--- src/rtl/bus_timing_sequencer.sv ---
// Fixed 16-clock bus cycle sequencer: SPI slot in counts 0-7, 6502 slot in counts 8-15.
// Every output is registered and is computed one clock ahead from the next count value.
module bus_timing_sequencer (
    input  logic        clk,
    input  logic        reset,
    input  logic        spi_req,
    input  logic [16:0] spi_addr,
    input  logic        spi_we,
    input  logic [7:0]  spi_wdata,
    output logic        spi_ack,
    output logic [7:0]  spi_rdata,
    input  logic [15:0] cpu_addr,
    input  logic        cpu_rw,
    output logic        cpu_phi2,
    output logic [16:0] bus_addr,
    input  logic        ram_enable,
    input  logic        is_readonly,
    input  logic        io_enable,
    input  logic [7:0]  ram_data,
    output logic [7:0]  data_out,
    output logic        data_oe,
    output logic        ram_oe_n,
    output logic        ram_we_n,
    output logic        io_strobe
);

    logic [3:0]  count_r;
    logic        armed_r;
    logic        grant_r;
    logic        spi_we_r;
    logic        spi_en_r;
    logic        cpu_rw_r;
    logic        cpu_en_r;
    logic        cpu_ro_r;
    logic        cpu_io_r;
    logic [16:0] bus_addr_r;
    logic [7:0]  data_out_r;
    logic [7:0]  spi_rdata_r;
    logic        spi_ack_r;
    logic        cpu_phi2_r;
    logic        data_oe_r;
    logic        ram_oe_n_r;
    logic        ram_we_n_r;
    logic        io_strobe_r;

    logic [3:0]  count_nxt_s;
    logic        spi_en_s;
    logic        cpu_en_s;
    logic        cpu_ro_s;
    logic        cpu_io_s;
    logic        spi_win_s;
    logic        cpu_rd_win_s;
    logic        cpu_wr_win_s;
    logic        late_win_s;
    logic        spi_rd_s;
    logic        spi_wr_s;
    logic        cpu_rd_s;
    logic        cpu_wr_s;
    logic        ram_oe_n_s;
    logic        ram_we_n_s;
    logic        data_oe_s;
    logic        spi_ack_s;
    logic        cpu_phi2_s;
    logic        io_strobe_s;

    // Next-cycle strobe decode from the upcoming count and the latched slot state
    always_comb begin
        count_nxt_s = count_r + 4'd1;

        // Decoder outputs are live only on their sampling clock; otherwise use the latched copy.
        if (count_r == 4'd2) begin
            spi_en_s = ram_enable;
        end else begin
            spi_en_s = spi_en_r;
        end
        if (count_r == 4'd10) begin
            cpu_en_s = ram_enable;
            cpu_ro_s = is_readonly;
            cpu_io_s = io_enable;
        end else begin
            cpu_en_s = cpu_en_r;
            cpu_ro_s = cpu_ro_r;
            cpu_io_s = cpu_io_r;
        end

        spi_win_s    = (count_nxt_s >= 4'd3)  && (count_nxt_s <= 4'd5);
        cpu_rd_win_s = (count_nxt_s >= 4'd11);
        cpu_wr_win_s = (count_nxt_s == 4'd13) || (count_nxt_s == 4'd14);
        late_win_s   = (count_nxt_s >= 4'd12);

        // SPI writes ignore is_readonly so ROM images can be loaded from the host.
        spi_rd_s = grant_r & ~spi_we_r & spi_en_s & spi_win_s;
        spi_wr_s = grant_r &  spi_we_r & spi_en_s & spi_win_s;
        cpu_rd_s =  cpu_rw_r & cpu_en_s & cpu_rd_win_s;
        cpu_wr_s = ~cpu_rw_r & cpu_en_s & ~cpu_ro_s & cpu_wr_win_s;

        ram_oe_n_s = ~(spi_rd_s | cpu_rd_s);
        ram_we_n_s = ~(spi_wr_s | cpu_wr_s);
        // data_oe opens at count 2, before the decoder answer exists, so it follows the grant alone.
        data_oe_s   = grant_r & spi_we_r & (count_nxt_s >= 4'd2) && (count_nxt_s <= 4'd6);
        spi_ack_s   = grant_r & (count_nxt_s == 4'd6);
        cpu_phi2_s  = late_win_s;
        io_strobe_s = cpu_io_s & late_win_s;
    end

    // Cycle counter, slot latches and registered outputs
    always_ff @(posedge clk or posedge reset) begin
        if (reset) begin
            count_r     <= 4'd0;
            armed_r     <= 1'b0;
            grant_r     <= 1'b0;
            spi_we_r    <= 1'b0;
            spi_en_r    <= 1'b0;
            cpu_rw_r    <= 1'b1;
            cpu_en_r    <= 1'b0;
            cpu_ro_r    <= 1'b0;
            cpu_io_r    <= 1'b0;
            bus_addr_r  <= 17'd0;
            data_out_r  <= 8'd0;
            spi_rdata_r <= 8'd0;
            spi_ack_r   <= 1'b0;
            cpu_phi2_r  <= 1'b0;
            data_oe_r   <= 1'b0;
            ram_oe_n_r  <= 1'b1;
            ram_we_n_r  <= 1'b1;
            io_strobe_r <= 1'b0;
        end else begin
            count_r <= count_nxt_s;
            // The count 0 left by reset is not a sample point; the first grant comes a full cycle later.
            armed_r <= 1'b1;

            if (count_r == 4'd0) begin
                grant_r <= spi_req & armed_r;
                if (spi_req && armed_r) begin
                    spi_we_r   <= spi_we;
                    bus_addr_r <= spi_addr;
                    if (spi_we) begin
                        data_out_r <= spi_wdata;
                    end
                end
            end

            if (count_r == 4'd2) begin
                spi_en_r <= ram_enable;
            end

            if ((count_r == 4'd5) && grant_r && !spi_we_r) begin
                spi_rdata_r <= spi_en_r ? ram_data : 8'hFF;
            end

            if (count_r == 4'd8) begin
                bus_addr_r <= {1'b0, cpu_addr};
                cpu_rw_r   <= cpu_rw;
            end

            if (count_r == 4'd10) begin
                cpu_en_r <= ram_enable;
                cpu_ro_r <= is_readonly;
                cpu_io_r <= io_enable;
            end

            spi_ack_r   <= spi_ack_s;
            cpu_phi2_r  <= cpu_phi2_s;
            data_oe_r   <= data_oe_s;
            ram_oe_n_r  <= ram_oe_n_s;
            ram_we_n_r  <= ram_we_n_s;
            io_strobe_r <= io_strobe_s;
        end
    end

    assign spi_ack   = spi_ack_r;
    assign spi_rdata = spi_rdata_r;
    assign cpu_phi2  = cpu_phi2_r;
    assign bus_addr  = bus_addr_r;
    assign data_out  = data_out_r;
    assign data_oe   = data_oe_r;
    assign ram_oe_n  = ram_oe_n_r;
    assign ram_we_n  = ram_we_n_r;
    assign io_strobe = io_strobe_r;

endmodule

--- config.mk ---
export PLATFORM = sky130hd
export DESIGN_NAME = bus_timing_sequencer
export DESIGN_NICKNAME = d
export VERILOG_FILES = /design/src/rtl/bus_timing_sequencer.sv
export SDC_FILE = /design/constraint.sdc
export NUM_CORES = 1
export LEC_CHECK = 0
export ABC_AREA = 1
export CAP_MARGIN = 20
export CORE_MARGIN = 3
export CORE_UTILIZATION = 35
export DETAILED_ROUTE_END_ITERATION = 8
export MAX_ROUTING_LAYER = met4
export PLACE_DENSITY = 0.67
export REMOVE_ABC_BUFFERS = 1
export SYNTH_ARGS = -nofsm -noshare
export SYNTH_HDL_FRONTEND = slang
export SYNTH_SLANG_ARGS = --single-unit
--- constraint.sdc ---
create_clock -name clk -period 3.5 [get_ports clk]
set_input_delay 0.35 -clock clk [delete_from_list [all_inputs] [get_ports clk]]
set_output_delay 0.35 -clock clk [all_outputs]
set_load 0.1 [all_outputs]
Yosys cells after proc, flatten, opt, wreduce, memory -nomap -nowiden

Cells that the tools add are included.
Widths: inputs -> output; s select.

Word-level logic and storage cells: 75
Memories kept: 0
Input bits: 57
Latch bits: 0
Register bits: 51
Output and inout port bits: 39
Memory bits (writable): 0
Bits in read-only memories: 0

Bitwise operators: 22
$add $sub $neg: 1
Reduce and logical (&&, ||, !) cells: 13
Multipliers: 0
Equality and inequality tests: 7
Mux-type cells: 8
Shift operators: 0
Div/mod/pow operators: 0
Magnitude comparators: 6

Operators with widths:

| kind                | number |
|---|---|
| $mux 17             | 3 |
| $eq 4x4->1 const B  | 4 |
| $and 1x1->1         | 15 |
| $eq 4x3->1 const B  | 2 |
| $ge 4x2->1 const B  | 2 |
| $ge 4x4->1 const B  | 2 |
| $le 4x3->1 const B  | 2 |
| $mux 8              | 1 |
| $logic_and 1x1->1   | 5 |
| $not 1->1           | 5 |
| $add 4x1->4 const B | 1 |
| $eq 4x2->1 const B  | 1 |
| $logic_not 4->1     | 1 |
| $mux 1              | 4 |
| $reduce_and 2->1    | 2 |
| $reduce_bool 2->1   | 2 |
| $reduce_and 3->1    | 1 |
| $or 1x1->1          | 2 |
| $logic_not 1->1     | 1 |
| $logic_or 1x1->1    | 1 |

Longest topological paths before layout

Gate-level depths: netlist (run 1).

Depth in word-level cells: 7
Mapped depth: 8
Gate-level depth less buffers: 8

Least setup slack after synthesis (run 1)

Ideal clock, no wire load.

Kind: flip-flop to flip-flop
Start point: register count_r[0]
End point: register bus_addr_r[10], in the netlist bus_addr[10]
Buffers on the path: 1
Arrival time: 1422 ps
Period minus slack after synthesis: 1500 ps
Cell stages (with the launch flop): 8
Data required time: 3422 ps
Slack: 2000 ps
Path through: dfrtp_1 -> inv_1 -> ha_1 -> nand4_4 -> nand2_2 -> buf_4 -> nor2_1 -> a21oi_1

Cells in the longest elaborated chain, start to end: 3
Elaborated cells on any way between the ends: 6
Classes of those cells: 1 x eq/ne; 1 x mux; 4 x reduce/logical

RTL lines:

| element                                              | RTL line | source |
|---|---|---|
| start, declared                                      | 27       | `logic [3:0] count_r;` |
| start signal, assigned                               | 128      | `count_r <= count_nxt_s;` |
| $eq 4x4->1 / $logic_not 4->1 (equally long branches) | 151, 132 |  |
| $reduce_bool 2->1 (no source line)                   | -        |  |
| $reduce_and 2->1 (no source line)                    | -        |  |
| end signal, assigned                                 | 136      | `bus_addr_r <= spi_addr;` |
| end signal, assigned                                 | 152      | `bus_addr_r <= {1'b0, cpu_addr};` |
| end, declared                                        | 36       | `logic [16:0] bus_addr_r;` |

Parallel ways exist; a longest one is shown, timed or not.
A chain may end at the register's enable or synchronous reset.

Worst setup path in the final report (run 1)

Start point: register ram_oe_n_r, in the netlist ram_oe_n
End point: output port ram_oe_n

RTL lines:

| element                | RTL line | source |
|---|---|---|
| start, declared        | 42       | `logic ram_oe_n_r;` |
| start signal, assigned | 165      | `ram_oe_n_r <= ram_oe_n_s;` |
| end, declared          | 22       | `output logic ram_oe_n,` |

No word-level cell between the ends.

==> results of run 1 <==
## cells in the mapped netlist
master / n
a21oi_1: 22
a21oi_2: 2
and2_1: 1
buf_2: 4
buf_4: 2
buf_6: 1
clkbuf_2: 1
clkinv_1: 1
conb_1: 1
dfrtp_1: 48
dfstp_2: 3
ha_1: 7
inv_1: 31
inv_2: 2
mux2_2: 1
nand2_1: 63
nand2_2: 2
nand3_1: 8
nand3_2: 1
nand3_4: 1
nand3b_1: 2
nand4_1: 3
nand4_4: 1
nor2_1: 44
nor2_4: 1
nor3_1: 1
nor3_4: 1
nor4_1: 1
o21ai_0: 18
## final timing paths
kind	start	end	slack [ps]	cells past startpoint
setup / recovery	ram_oe_n	ram_oe_n	1210	1
hold / removal	reset	spi_rdata[1]	390	2
setup reg to reg	count_r[0]	bus_addr[8]	1370	6
hold reg to reg	data_out[7]	data_out[7]	480	2
max in group asynchronous	reset	cpu_rw_r	2520	3
min in group clk	data_out[7]	data_out[7]	480	2
## state kept, by name, summed over array words and instances, names as in the netlist, 4 cells and up
register	flops
spi_rdata	8
data_out	8
bus_addr	17
count_r	4
## cell families (layout without fill, tap and decap cells)
kind of cell	after synthesis	after routing	share of synthesized area
AOI/OAI and AO/OA	42	42	0.0922
adders and majority gates	7	7	0.0371
buffers and inverters	42	138	0.0758
DFF	51	51	0.542
muxes	1	1	0.00477
other	1	1	0.00159
and+or+nand+nor	130	130	0.246
## through the flow
step / setup WS [ps] / instance area (um2) / cells / utilization
after global routing: 1090 / 3460 / 447 / 0.535
final: 1210 / 3460 / 447 / 0.535
after detailed placement: 1350 / 3360 / 438 / 0.520
after floorplan: 1710 / 2310 / 266 / -
after global placement: 1490 / 3360 / 438 / 0.520
after CTS: 1200 / 3440 / 446 / 0.532
## power by group through the flow
stage	Clock (mW)	Sequential (mW)	Combinational, mW
5_1_grt	0.368	0.647	0.424
2_1_floorplan	0	0.863	0.0548
4_1_cts	0.341	0.643	0.405
3_5_place_dp	0	0.653	0.404
3_3_place_gp	0	0.654	0.400
6_report	0.324	0.642	0.403
## per-layer routing
layer  global-route usage  up-vias  share of wire
li1                     -     1045              -
met1                0.194      902           0.45
met2                0.234       61           0.48
met3               0.0442        4          0.056
met4               0.0330        0         0.0072
met5                    -        -              0
## worst reg2reg max path, delay by kind of cell (launching register included)
kind            cells  cell delay, ps
fa+ha+maj           1             330
simple gates        3             930
flops               1             460
buf+inv             1             190
compound gates      1             140
## cell type report
| type | count | area (um2) |
|---|---|---|
| Fill cell | 650 | 3000 |
| Sequential cell | 51 | 1280 |
| Timing Repair Buffer | 96 | 971 |
| Multi-Input combinational cell | 181 | 902 |
| Inverter | 34 | 128 |
| Tap cell | 77 | 96.3 |
| Clock buffer | 8 | 80.1 |
==> out/qor.yml, run 1 <==
setup_path:
  crit_slowest_cell: "clkdlybuf4s50_1"
  cpLargestDelayFamily: "buffers and inverters"
  critPathLaunchType: "register"
  cpPeakStageDelay_ps: 1120
  arrival_ps: 1940
  cp.buffers_inverters: 1
  crit_required_ps: 3150
  critPathKind: "reg -> out"
  end_kind: "output port"
  cp_max_fo: 1
  path_cells: "clkdlybuf4s50_1"
pwr:
  sw_frac_of_total: 0.349
  powerDensity_nw_per_um2: 396
  p_sw_uw: 477
  p_leak_nw: 1.63
  power_frac_clock: 0.236
  seqPwrFrac: 0.469
  power_mw: 1.37
  p_comb_frac: 0.295
  p_int_uw: 892
  irDropWorstVdd_v: 0.000193
timing:
  fin_crit_ps: 2290
  max_slew.worst_pin.slew_ps: 994
  slew_headroom: 0.335
  slew_viol_final: 0
  finalHoldViolCount: 0
  rsz0062_at_grt: "false"
  finalSetupTns_ps: 0
  worst_clock_skew_ps: 4.14
  max_freq_ghz: 0.438
  finalSetupViolCount: 0
  finalCritPeriodShare: 0.653
  whs_ps: 392
logic_synthesis:
  synth.distinct_cells: 29
  synth.top_cell.area_share: 0.509
  synth_warnings: 0
  syn_area_um2: 2360
  ys_seq_area_frac: 0.542
  synth_top_cell_by_area: "dfrtp_1"
  synth-seq-cells: 51
  netlist_top_cells_area: "dfrtp_1 (51%), nand2_1 (10%), nor2_1 (7.0%)"
  syn-instance-count: 274
  syn_avg_cell_area_um2: 8.62
grt:
  grt_overflow_total: 0
  grt_pass1_vias: 1873
  grt_use_total: 0.150
  grt_pass1_wl_mm: 8.80
  grt_max_degree: 52
  antenna_found_initial: 0
clocking:
  insertion_delay_ps: 300
  clk_pin_slew_ps: 90
  cts_resized: 0
  cts_made_buffers: 5
  clk_path_buf_depth: 2
  cts_tree: "done"
  cts_sinks: 51
  root_buffer: "clkbuf_8"
  cts_hold_buf: 0
  h-tree-depth: 2
  cts_setup_buffers: 0
routing:
  drt_wl_total_mm: 5.40
  dr_total_vias: 2012
  wire_per_inst_um: 12.1
  antenna_left: 0
  first_pass_iters: 4
  drc_errors: 0
  viasPerCell: 4.50
  first_iter_violations: 95
finish:
  final_nets: 433
  area_growth_pct: 46.4
  layout_commonest_cell: "clkdlybuf4s50_1"
  antennaDiodeCount: 0
  drive_gt1_frac: 0.0595
  layout_common_cells: "clkdlybuf4s50_1 (95), nand2_1 (63), dfrtp_1 (48)"
run_status:
  status: "completed"
worst_hold_path:
  hp-class: "in -> async"
placement:
  detailed_place_hpwl_mm: 3.95
  io_buffer_count: 95
  place_congestion: 0.832
floorplanning:
  die_area_um2: 7770
  std_cell_rows: 29
  io_pins: 96
  die_w_um: 88.1
  core_region_area_um2: 6460
  initial_core_util: 0.366
  die_y_um: 88.1
run:
  cap_viol_max_count: 0
No activity file was read; power rests on OpenSTA's default activity.
==> run 2, diff against run 1 <==
Settings changed: PLACE_DENSITY 0.67 to 0.7.
Clock period 3.5 ns to 1.8 ns, I/O delays scaled along.
==> out/qor.yml, run 2 (synthesized netlist as in run 1, its figures left out) <==
timing:
  finalSetupViolCount: 0  # unchanged
  slew_viol_final: 0  # unchanged
  whs_ps: 203  # was 392 ps
  max_freq_ghz: 0.600
  fin_crit_ps: 1670
  finalCritPeriodShare: 0.926
  rsz0062_at_grt: "false"  # unchanged
  worst_clock_skew_ps: 13.5  # was 4.14 ps
  finalSetupTns_ps: 0  # unchanged
  finalHoldViolCount: 0  # unchanged
setup_path:
  end_kind: "register"  # was output port
  rr_worst_depth: 8  # was 6
  cp_max_fo: 10  # was 1
  critPathKind: "reg -> reg"  # was reg -> out
  critPathLaunchType: "register"  # unchanged
  reg2reg_slack_ps: 130  # was 1370 ps
  arrival_ps: 1910  # was 1940 ps
  crit_required_ps: 2040  # was 3150 ps
  timing.rr.end: "data_out[7]"  # was bus_addr[8]
  regToRegStartpoint: "count_r[1]"  # was count_r[0]
placement:
  place_congestion: 0.843  # was 0.832
  io_buffer_count: 95  # unchanged
  detailed_place_hpwl_mm: 3.99  # was 3.95 mm
run:
  cap_viol_max_count: 0  # unchanged
finish:
  drive_gt1_frac: 0.181  # was 0.0595
  area_growth_pct: 45.8  # was 46.4%
  seq_area_um2: 1280  # unchanged
  largest_reg_flops: 17  # unchanged
  layout_common_cells: "nand2_1 (63), clkdlybuf4s50_1 (56), dfrtp_1 (48)"  # was clkdlybuf4s50_1 (95), nand2_1 (63), dfrtp_1 (48)
  antennaDiodeCount: 0  # unchanged
  multi_input_area_um2: 902  # unchanged
  layout_commonest_cell: "nand2_1"  # was clkdlybuf4s50_1
  fillers: 611  # was 650
  final_nets: 438  # was 433
pwr:
  irDropWorstVdd_v: 0.000318  # was 0.000193 V
  powerDensity_nw_per_um2: 770  # was 396 nW/um2
  p_leak_nw: 1.71  # was 1.63 nW
run_status:
  status: "completed"  # unchanged
grt:
  grt_pass1_vias: 2001  # was 1873
  grt_pass1_wl_mm: 8.67  # was 8.80 mm
  grt_max_degree: 34  # was 52
  antenna_found_initial: 0  # unchanged
  grt_overflow_total: 0  # unchanged
  grt_use_total: 0.143  # was 0.150
floorplanning:
  core_region_area_um2: 6460  # unchanged
  die_w_um: 88.1  # unchanged
  initial_core_util: 0.366  # unchanged
  die_y_um: 88.1  # unchanged
  io_pins: 96  # unchanged
  std_cell_rows: 29  # unchanged
  die_area_um2: 7770  # unchanged
clocking:
  root_buffer: "clkbuf_8"  # unchanged
  cts_hold_buf: 0  # unchanged
  cts_resized: 0  # unchanged
  clk_pin_slew_ps: 100  # was 90 ps
  cts_sinks: 51  # unchanged
  clk_path_buf_depth: 2  # unchanged
  h-tree-depth: 2  # unchanged
  cts_tree: "done"  # unchanged
  insertion_delay_ps: 300  # about the same
  cts_made_buffers: 5  # unchanged
  cts_setup_buffers: 0  # unchanged
routing:
  drc_errors: 0  # unchanged
  dr_wl_met3_um: 255  # was 305 um
  wire_per_inst_um: 11.5  # was 12.1 um
  first_pass_iters: 4  # unchanged
  antenna_left: 0  # unchanged
  top_layer: "met4"  # unchanged
  dr_total_vias: 2051  # was 2012
  first_iter_violations: 35  # was 95
  viasPerCell: 4.54  # was 4.50
  dr_wl_met2_mm: 2.57  # was 2.60 mm
  drt_wl_total_mm: 5.20  # was 5.40 mm
  wl_met1_mm: 2.34  # was 2.45 mm
worst_hold_path:
  hp-class: "in -> async"  # unchanged
## run 2: changes by cell type in the layout (fill, tap and decap cells not counted), sizes merged
cell | previous run | this run
buf | 1 | 45
clkinv | 1 | 2
clkbuf | 8 | 6
clkinvlp | 0 | 1
clkdlybuf4s50 | 95 | 56
## run 2: how the worst max path moves through the flow
stage | startpoint | to | cells after the start
global route | count_r[1] | data_out[2] | 8
global placement | count_r[1] | data_out[3] | 8
CTS | count_r[1] | data_out[7] | 8
floorplan | count_r[0] | bus_addr[0] | 6
finish | count_r[1] | data_out[7] | 8
detailed placement | count_r[1] | data_out[7] | 8
## run 2: worst max-delay path: stages, from the launching register on
cell	delay [ps]
dfrtp_1	460
inv_1	140
ha_1	300
nand4_4	160
inv_1	110
nand2_2	140
inv_2	160
nand2_1	70
nand2_1	60
## run 2: per-layer routing
layer  up-vias  GRT usage
met5         -          -
met4         0     0.0330
met3         5     0.0245
met2        64      0.248
met1       927      0.174
li1       1055          -
## run 2: cell type report
type,count,area share
Clock inverter,2,0.00363
Multi-Input combinational cell,181,0.262
Clock buffer,6,0.0211
Sequential cell,51,0.372
Tap cell,77,0.0280
Inverter,34,0.0371
Timing Repair Buffer,101,0.277
## run 2: per-stage QoR
step | setup WS (ps) | total power, mW | cell area, um2 | cells | util
final | 133 | 2.65 | 3440 | 452 | 0.533
after global routing | 2.49 | 2.77 | 3440 | 452 | 0.533
after CTS | 109 | 2.69 | 3440 | 452 | 0.533
after detailed placement | 157 | 2.04 | 3350 | 444 | 0.519
after global placement | 205 | 2.03 | 3350 | 444 | 0.519
after floorplan | 13.5 | 1.78 | 2310 | 266 | -
## run 2: power breakdown
part	switching, mW	internal, mW	total, mW
sequential	0.0388	1.21	1.25
combinational	0.536	0.226	0.762
clock	0.367	0.273	0.640
